### config.mk
export PLATFORM = sky130hd
export DESIGN_NAME = multdiv_seq
export DESIGN_NICKNAME = d
export VERILOG_FILES = /design/src/rtl/multdiv_seq.sv
export SDC_FILE = /design/constraint.sdc
export NUM_CORES = 1
export LEC_CHECK = 0
export BUFFER_PORTS_ARGS = -buffer_cell sky130_fd_sc_hd__clkbuf_2
export CORE_MARGIN = 2
export CORE_UTILIZATION = 55
export CTS_BUF_LIST = sky130_fd_sc_hd__clkbuf_16
export DETAILED_ROUTE_END_ITERATION = 8
export GPL_ROUTABILITY_DRIVEN = 0
export PLACE_DENSITY = 0.73
export SLEW_MARGIN = 20
export SYNTH_ARGS = -nofsm -noshare
export SYNTH_HDL_FRONTEND = slang
export SYNTH_SLANG_ARGS = --single-unit
### constraint.sdc
create_clock -name clk -period 5.7 [get_ports clk]
set_input_delay 1.14 -clock clk [delete_from_list [all_inputs] [get_ports clk]]
set_output_delay 1.14 -clock clk [all_outputs]
set_load 0.005 [all_outputs]
### src/rtl/multdiv_seq.sv
// -----------------------------------------------------------------------------
// multdiv_seq
//
// Sequential signed 32x32 multiplier / 32/32 divider sharing one control FSM.
//
// Ports
//   clk            : single clock, all state changes on the rising edge
//   clr            : synchronous active-high reset, wins over any request
//   data_operandA  : signed multiplicand / dividend
//   data_operandB  : signed multiplier / divisor
//   ctrl_MULT      : start-multiply request (wins if ctrl_DIV is also high)
//   ctrl_DIV       : start-divide request
//   data_result    : low 32 bits of the product, or the truncated quotient
//   data_exception : product overflow, quotient overflow or divide by zero
//   data_resultRDY : one-cycle strobe marking a fresh result
//
// Handshake: a request is accepted at any edge where the FSM is in IDLE or
// DONE and ctrl_MULT or ctrl_DIV is high; there is no back-pressure. Requests
// seen while BUSY are dropped. data_resultRDY is high for exactly the one
// cycle spent in DONE; data_result / data_exception are written on entry to
// DONE and hold until the next DONE entry or clr.
//
// Multiply: radix-2 Booth, one add/sub + arithmetic shift per BUSY edge on a
// {hi[32:0], lo[31:0], q_m1} register, 32 iterations.
// Divide: restoring shift/subtract on operand magnitudes, 32 iterations, then
// the sign is applied to the quotient. A zero divisor finishes after one edge.
// -----------------------------------------------------------------------------
module multdiv_seq (
    input  logic        clk,
    input  logic        clr,
    input  logic [31:0] data_operandA,
    input  logic [31:0] data_operandB,
    input  logic        ctrl_MULT,
    input  logic        ctrl_DIV,
    output logic [31:0] data_result,
    output logic        data_exception,
    output logic        data_resultRDY
);

    typedef enum logic [1:0] {
        IDLE = 2'd0,
        BUSY = 2'd1,
        DONE = 2'd2
    } state_t;

    state_t      state;
    logic [4:0]  count;
    logic        op_div;
    logic        div_by_zero;

    // Booth multiply working registers. hi carries one guard bit so the
    // add/sub of a sign-extended -2^31 multiplicand cannot overflow.
    logic [32:0] m_hi;
    logic [31:0] m_lo;
    logic        m_qm1;
    logic [32:0] m_mcand;

    // Restoring divide working registers (unsigned magnitudes).
    logic [31:0] d_rem;
    logic [31:0] d_quo;
    logic [31:0] d_mag_b;
    logic        d_neg;

    // Next-iteration values and final-result decode.
    logic [32:0] booth_sum;
    logic [32:0] m_hi_nx;
    logic [31:0] m_lo_nx;
    logic        m_qm1_nx;
    logic [63:0] product_nx;
    logic        mul_ovf;

    logic [32:0] d_shift;
    logic [32:0] d_diff;
    logic [31:0] d_rem_nx;
    logic [31:0] d_quo_nx;
    logic [31:0] quo_signed;
    logic        div_ovf;

    logic        start;
    logic        start_div;
    logic [31:0] mag_a;
    logic [31:0] mag_b;

    always_comb begin
        start     = (state != BUSY) && (ctrl_MULT || ctrl_DIV);
        start_div = ctrl_DIV && !ctrl_MULT;

        // Negating 0x80000000 gives 0x80000000, which is the correct
        // unsigned magnitude 2^31.
        mag_a = data_operandA[31] ? (~data_operandA + 32'd1) : data_operandA;
        mag_b = data_operandB[31] ? (~data_operandB + 32'd1) : data_operandB;

        // Booth step: inspect {lo[0], q_m1}.
        booth_sum = m_hi;
        case ({m_lo[0], m_qm1})
            2'b01:   booth_sum = m_hi + m_mcand;
            2'b10:   booth_sum = m_hi - m_mcand;
            default: booth_sum = m_hi;
        endcase
        m_hi_nx    = {booth_sum[32], booth_sum[32:1]};
        m_lo_nx    = {booth_sum[0], m_lo[31:1]};
        m_qm1_nx   = m_lo[0];
        product_nx = {m_hi_nx[31:0], m_lo_nx};
        // Fits in 32 signed bits only if bits [63:31] are all equal.
        mul_ovf    = !((&product_nx[63:31]) || (~|product_nx[63:31]));

        // Restoring step. The partial remainder stays below the divisor
        // (<= 2^31), so the shifted value fits in 32 bits and bit 32 of the
        // difference is a reliable borrow.
        d_shift = {d_rem, d_quo[31]};
        d_diff  = d_shift - {1'b0, d_mag_b};
        if (!d_diff[32]) begin
            d_rem_nx = d_diff[31:0];
            d_quo_nx = {d_quo[30:0], 1'b1};
        end else begin
            d_rem_nx = d_shift[31:0];
            d_quo_nx = {d_quo[30:0], 1'b0};
        end
        quo_signed = d_neg ? (~d_quo_nx + 32'd1) : d_quo_nx;
        // Only a positive quotient of magnitude 2^31 (0x80000000 / -1)
        // is unrepresentable; its low 32 bits are still 0x80000000.
        div_ovf    = !d_neg && d_quo_nx[31];
    end

    always_ff @(posedge clk) begin
        if (clr) begin
            state          <= IDLE;
            count          <= 5'd0;
            op_div         <= 1'b0;
            div_by_zero    <= 1'b0;
            m_hi           <= 33'd0;
            m_lo           <= 32'd0;
            m_qm1          <= 1'b0;
            m_mcand        <= 33'd0;
            d_rem          <= 32'd0;
            d_quo          <= 32'd0;
            d_mag_b        <= 32'd0;
            d_neg          <= 1'b0;
            data_result    <= 32'd0;
            data_exception <= 1'b0;
            data_resultRDY <= 1'b0;
        end else begin
            case (state)
                IDLE, DONE: begin
                    data_resultRDY <= 1'b0;
                    if (start) begin
                        state       <= BUSY;
                        count       <= 5'd0;
                        op_div      <= start_div;
                        div_by_zero <= (data_operandB == 32'd0);
                        m_hi        <= 33'd0;
                        m_lo        <= data_operandB;
                        m_qm1       <= 1'b0;
                        m_mcand     <= {data_operandA[31], data_operandA};
                        d_rem       <= 32'd0;
                        d_quo       <= mag_a;
                        d_mag_b     <= mag_b;
                        d_neg       <= data_operandA[31] ^ data_operandB[31];
                    end else begin
                        state <= IDLE;
                    end
                end

                BUSY: begin
                    if (op_div && div_by_zero) begin
                        state          <= DONE;
                        data_result    <= 32'd0;
                        data_exception <= 1'b1;
                        data_resultRDY <= 1'b1;
                    end else begin
                        count <= count + 5'd1;
                        if (op_div) begin
                            d_rem <= d_rem_nx;
                            d_quo <= d_quo_nx;
                        end else begin
                            m_hi  <= m_hi_nx;
                            m_lo  <= m_lo_nx;
                            m_qm1 <= m_qm1_nx;
                        end
                        // count == 31 means this edge performs iteration 32.
                        if (count == 5'd31) begin
                            state          <= DONE;
                            data_resultRDY <= 1'b1;
                            if (op_div) begin
                                data_result    <= quo_signed;
                                data_exception <= div_ovf;
                            end else begin
                                data_result    <= product_nx[31:0];
                                data_exception <= mul_ovf;
                            end
                        end
                    end
                end

                default: begin
                    state          <= IDLE;
                    data_resultRDY <= 1'b0;
                end
            endcase
        end
    end

endmodule

* After elaboration in Yosys (flattened, before gate mapping) *
Cells that the tools add are included.

word-level totals
  flip-flop bits (word level) = 238
  bits in latches = 0
  bits in writable memories = 0
  memory bits (read-only) = 0
  output and inout bits = 34
  memories = 0

operators by class
  add/subtract/negate cells = 7
  $mul = 0
  div/mod/pow operators = 0
  magnitude comparators = 0
  equal/unequal tests = 11
  shift operators = 0
  mux-type cells = 41
  bitwise operators = 5
  reductions and logical operators = 23

operators with widths
  cell                   count
  $mux 32                16
  $pmux 32 s2            3
  $pmux 33 s2            2
  $mux 33                3
  $add 32x1->32 const B  3
  $not 32->32            3
  $add 33x33->33         1
  $reduce_and 33->1      1
  $reduce_or 33->1       1
  $sub 33x32->33         1
  $sub 33x33->33         1
  $logic_not 32->1       1
  $mux 1                 10
  $mux 5                 2
  $pmux 5 s2             1
  $ne 2x2->1 const B     4
  $reduce_and 4->1       2
  $add 5x1->5 const B    1
  $eq 5x5->1 const B     1
  $eq 2x1->1 const B     2
  $eq 2x2->1 const B     2
  $logic_and 1x1->1      4
  $logic_not 1->1        4
  $mux 2                 2
  12 further kinds       16

* Longest topological paths before layout *
  word-level depth = 9
  gate-level depth with buffers = 20
  mapped depth without buffers = 20

* Worst setup path before layout *
No wires, ideal clock.

  kind = flip-flop to flip-flop
  from = register m_mcand[2]
  to = register data_exception
  setup time = 0.115 ns
  data arrival time = 4.999 ns
  required time = 5.585 ns
  slack = 0.586 ns
  cell stages (with the launch flop) = 21
  buffers on the path = 1
  cell sequence = dfxtp_1 > nor3_1 > nand2_1 > nor3_1 > nand2_1 > nor4_1 > a21oi_1 > xnor2_1 > ha_1 > clkbuf_1 > a21oi_1 > o21ai_0 > or2_2 > a31oi_1 > a31oi_1 > xnor2_1 > o21ai_0 > or4_1 > or4_1 > or4_1 > and3_1

on the way
  cells in the longest elaborated chain, start to end = 9
  elaborated cells between the ends (all ways) = 11
  those cells by class = add/sub: 2; mux: 4; reduce/logical: 5

ends and longest elaborated chain
  item                                                     line    RTL
  from (decl)                                              56      logic [32:0] m_mcand;
  from (signal assigned)                                   154     m_mcand <= {data_operandA[31], data_operandA};
  $sub 33x33->33 / $add 33x33->33 (equally long branches)  97, 96
  $pmux 33 s2 (*)                                          95      case ({m_lo[0], m_qm1})
  $reduce_or 33->1                                         105     mul_ovf = !((&product_nx[63:31]) || (~|product_nx[63:31]));
  $logic_not 1->1                                          105
  $logic_or 1x1->1 (*)                                     105
  $logic_not 1->1 (*)                                      105
  $mux 1 (*)                                               184     if (op_div) begin
  $mux 1 (*)                                               181     if (count == 5'd31) begin
  $mux 1 (*)                                               165     if (op_div && div_by_zero) begin
  to (signal assigned)                                     186     data_exception <= div_ovf;
  to (signal assigned)                                     189     data_exception <= mul_ovf;
  to (decl)                                                36      output logic data_exception,

Mark *: on every way between the ends. The rest lies on a longest branch, timed or not. The select of a mux whose other input is x is not followed.
A chain may end at the register's enable or synchronous reset.

* Final worst setup path *
Ends and elaborated chain as after synthesis.

==> reports/metrics.cfg <==
[floorplanning]
core.rowCount=62
fp.dieH_um=174
start_util_pct=55.5
fp.dieW_um=174
io_pins=102
dieArea_mm2=0.0302
design.core.area_mm2=0.0285

[clock_tree]
clk_latency_ns=0.54
path_clk_slew_ns=0.06
cts.sinks=237
ctsHtreeMaxLevel=1
clock_path_buffers=3
cts_tree=done
cts_buffers=27
root_buffer=clkbuf_16

[run]
cap_viol_max_count=0

[finish]
syn2layout_area_growth_pct=9.60
seqCellArea_mm2=0.00475
final_cells=2501
n_antenna_cell=0
fin_util_pct=60.8
layout-drive-gt1-share_pct=9.92
nNetsFinal=2242
fill_cells=2675
multiInputGateArea_mm2=0.0103

[grt]
grt_pass1_wl_mm=73.7
antenna_found_initial=0
grt_max_degree=118
grt_usage_pct=29.6
grt-ovfl-total=0
grt_pass1_vias=14200

[critical_path]
worstPathArrival_ns=5.72
endpoint_kind=register
crit_path_start_kind=register
criticalPathCategory=register to register
crit_fanout=9
critical_path_required_ns=6.13

[route]
via_count=15500
vias_per_cell=6.19
avgRoutedWirePerCell_um=18.4
dr.pass1.iters=7
drt_iter0_drc=1424
ant_nets=0
drc=0
routed_wl_mm=45.9

[sta]
fin_skew_ns=0.00947
rsz0062_at_grt=no
drv_slew=0
setup_ws_ns=0.418
setup_violations=0
tns_ns=0
max_freq_mhz=189
period_needed_ns=5.28
period_share_pct=92.7
tightest_slew_ns=1.04
report.final.hold_viol_count=0
max_slew_margin_pct=30.5

[hold_path]
hold_class=register to register

[yosys]
synth.most_common_cell=nor2_1
synth_edf_count=0
synth_flop_cell=dfxtp_1
synth_common_cells=nor2_1, nand2_1, dfxtp_1
ys_types=82
ys_ff_latch=237
yosys_warnings=0
yosys.area.top_type=dfxtp_1
avgSynthCellArea_um2=7.63
syn_area_mm2=0.0158
synth_fp_nets=2215
async_flop_share_pct=0
synth_top_area_share_pct=30.0
synth_cells=2074
synthTopCellsByArea=dfxtp_1, nor2_1, nand2_1
yosysSeqAreaShare_pct=30.0

[power_and_ir_drop]
power.density_mw_per_mm2=286
leakage_nw=6.91
peakVddDrop_mv=0.232

[place]
pre_cts_ws_ns=0.187
dp_hpwl_mm=33.5
dp.cells=2456
port_buffers=101

[outcome]
status=finished, final reports clean

-- placed cells by master, fill, tap and decap left out, drive strengths merged, types with 13 or more instances in the layout --
| cell | count |
|---|---|
| and3 | 14 |
| o21ai | 116 |
| or4 | 22 |
| o21a | 13 |
| o41ai | 16 |
| a31oi | 18 |
| nor3 | 44 |
| a22oi | 42 |
| a311oi | 33 |
| nand3 | 20 |
| clkbuf | 127 |
| mux2i | 35 |
| dfxtp | 237 |
| xnor2 | 64 |
| nand2 | 247 |
| nand2b | 14 |
| or2 | 13 |
| a21o | 34 |
| o31ai | 36 |
| xor2 | 100 |
| nor2 | 267 |
| a211oi | 88 |
| nor2b | 16 |
| inv | 79 |
| a21oi | 160 |
| ha | 71 |
| nor4 | 13 |
| buf | 22 |
| or3 | 21 |
-- final timing paths --
check	from	to	slack (ns)	cells past startpoint
max	m_mcand[2]$_SDFFE_PP0P_	data_exception$_SDFFE_PP0P_	0.42	16
min	d_mag_b[0]$_SDFFE_PP0P_	d_mag_b[0]$_SDFFE_PP0P_	0.47	2
min reg2reg	d_mag_b[0]$_SDFFE_PP0P_	d_mag_b[0]$_SDFFE_PP0P_	0.47	2
max reg2reg	m_mcand[2]$_SDFFE_PP0P_	data_exception$_SDFFE_PP0P_	0.42	16
-- metal layers --
| layer | GRT usage (%) | part of all wire [%] | vias up | wire length, um |
|---|---|---|---|---|
| met5 | 0 | 0 | - | 0 |
| li1 | - | - | 7532 | - |
| met4 | 11.0 | 3.9 | 0 | 1790 |
| met2 | 50.2 | 47 | 556 | 21700 |
| met1 | 38.4 | 42 | 7287 | 19400 |
| met3 | 3.99 | 6.5 | 117 | 3000 |
-- registers in the layout (all words and copies together) (netlist names) --
register	cells
d_mag_b	32
m_mcand	32
d_neg	1
count	5
m_hi	32
op_div	1
div_by_zero	1
d_rem	32
state	2
m_qm1	1
d_quo	32
data_result	32
m_lo	32
data_resultRDY	1
data_exception	1
-- worst max-delay path: stages, from the launching register on --
cell and delay, ns:
dfxtp_1 0.35, nor3_1 0.29, nand2_1 0.14, nor3_2 0.23
a21oi_1 0.13, xnor2_1 0.18, ha_1 0.49, and4_1 0.30
nand2_1 0.09, o211ai_1 0.46, a31oi_1 0.27, o31ai_2 0.41
a221oi_2 0.16, or4b_1 0.60, or4_1 0.49, or4_1 0.41
and3_1 0.17
-- power breakdown --
group          total [mW]  switching, mW  internal, mW
Sequential           1.90          0.131          1.77
Combinational        1.41          0.887         0.522
Clock                1.65          0.710         0.944
Total                4.96           1.73          3.23
-- cell families (layout without fill, tap and decap cells) --
group	after synthesis	count (layout)	synth area share [%]
simple gates	735	735	21.1
compound gates	623	623	26.1
flops	237	237	30.0
buf+inv	201	244	5.27
xor+xnor	164	164	9.07
fa+ha+maj	73	73	5.86
mux	41	41	2.64
-- timing repair --
action | CTS | global route
resized for setup | 0 | 8
hold buffers | 0 | 0
buffers inserted | 0 | 0
setup endpoints to repair | 0 | 1
-- cell type report --
class	instances	area share, %
timing repair buffer	122	3.86
sequential	237	27.4
tap	384	2.77
clock buffer	27	3.89
clock inverter	18	0.829
inverter	77	1.67
multi-input combinational	1636	59.6
-- metrics by stage --
step / hold WS [ns] / instance area (um2) / power (mW)
4_1_cts: 0.469 / 17300 / 4.96
3_5_place_dp: 0.459 / 16500 / 3.31
3_3_place_gp: 0.450 / 16500 / 3.27
5_1_grt: 0.492 / 17400 / 5.22
6_report: 0.466 / 17400 / 4.96
2_1_floorplan: 0.440 / 15800 / 2.95
Power figures use the tool's default switching activity.
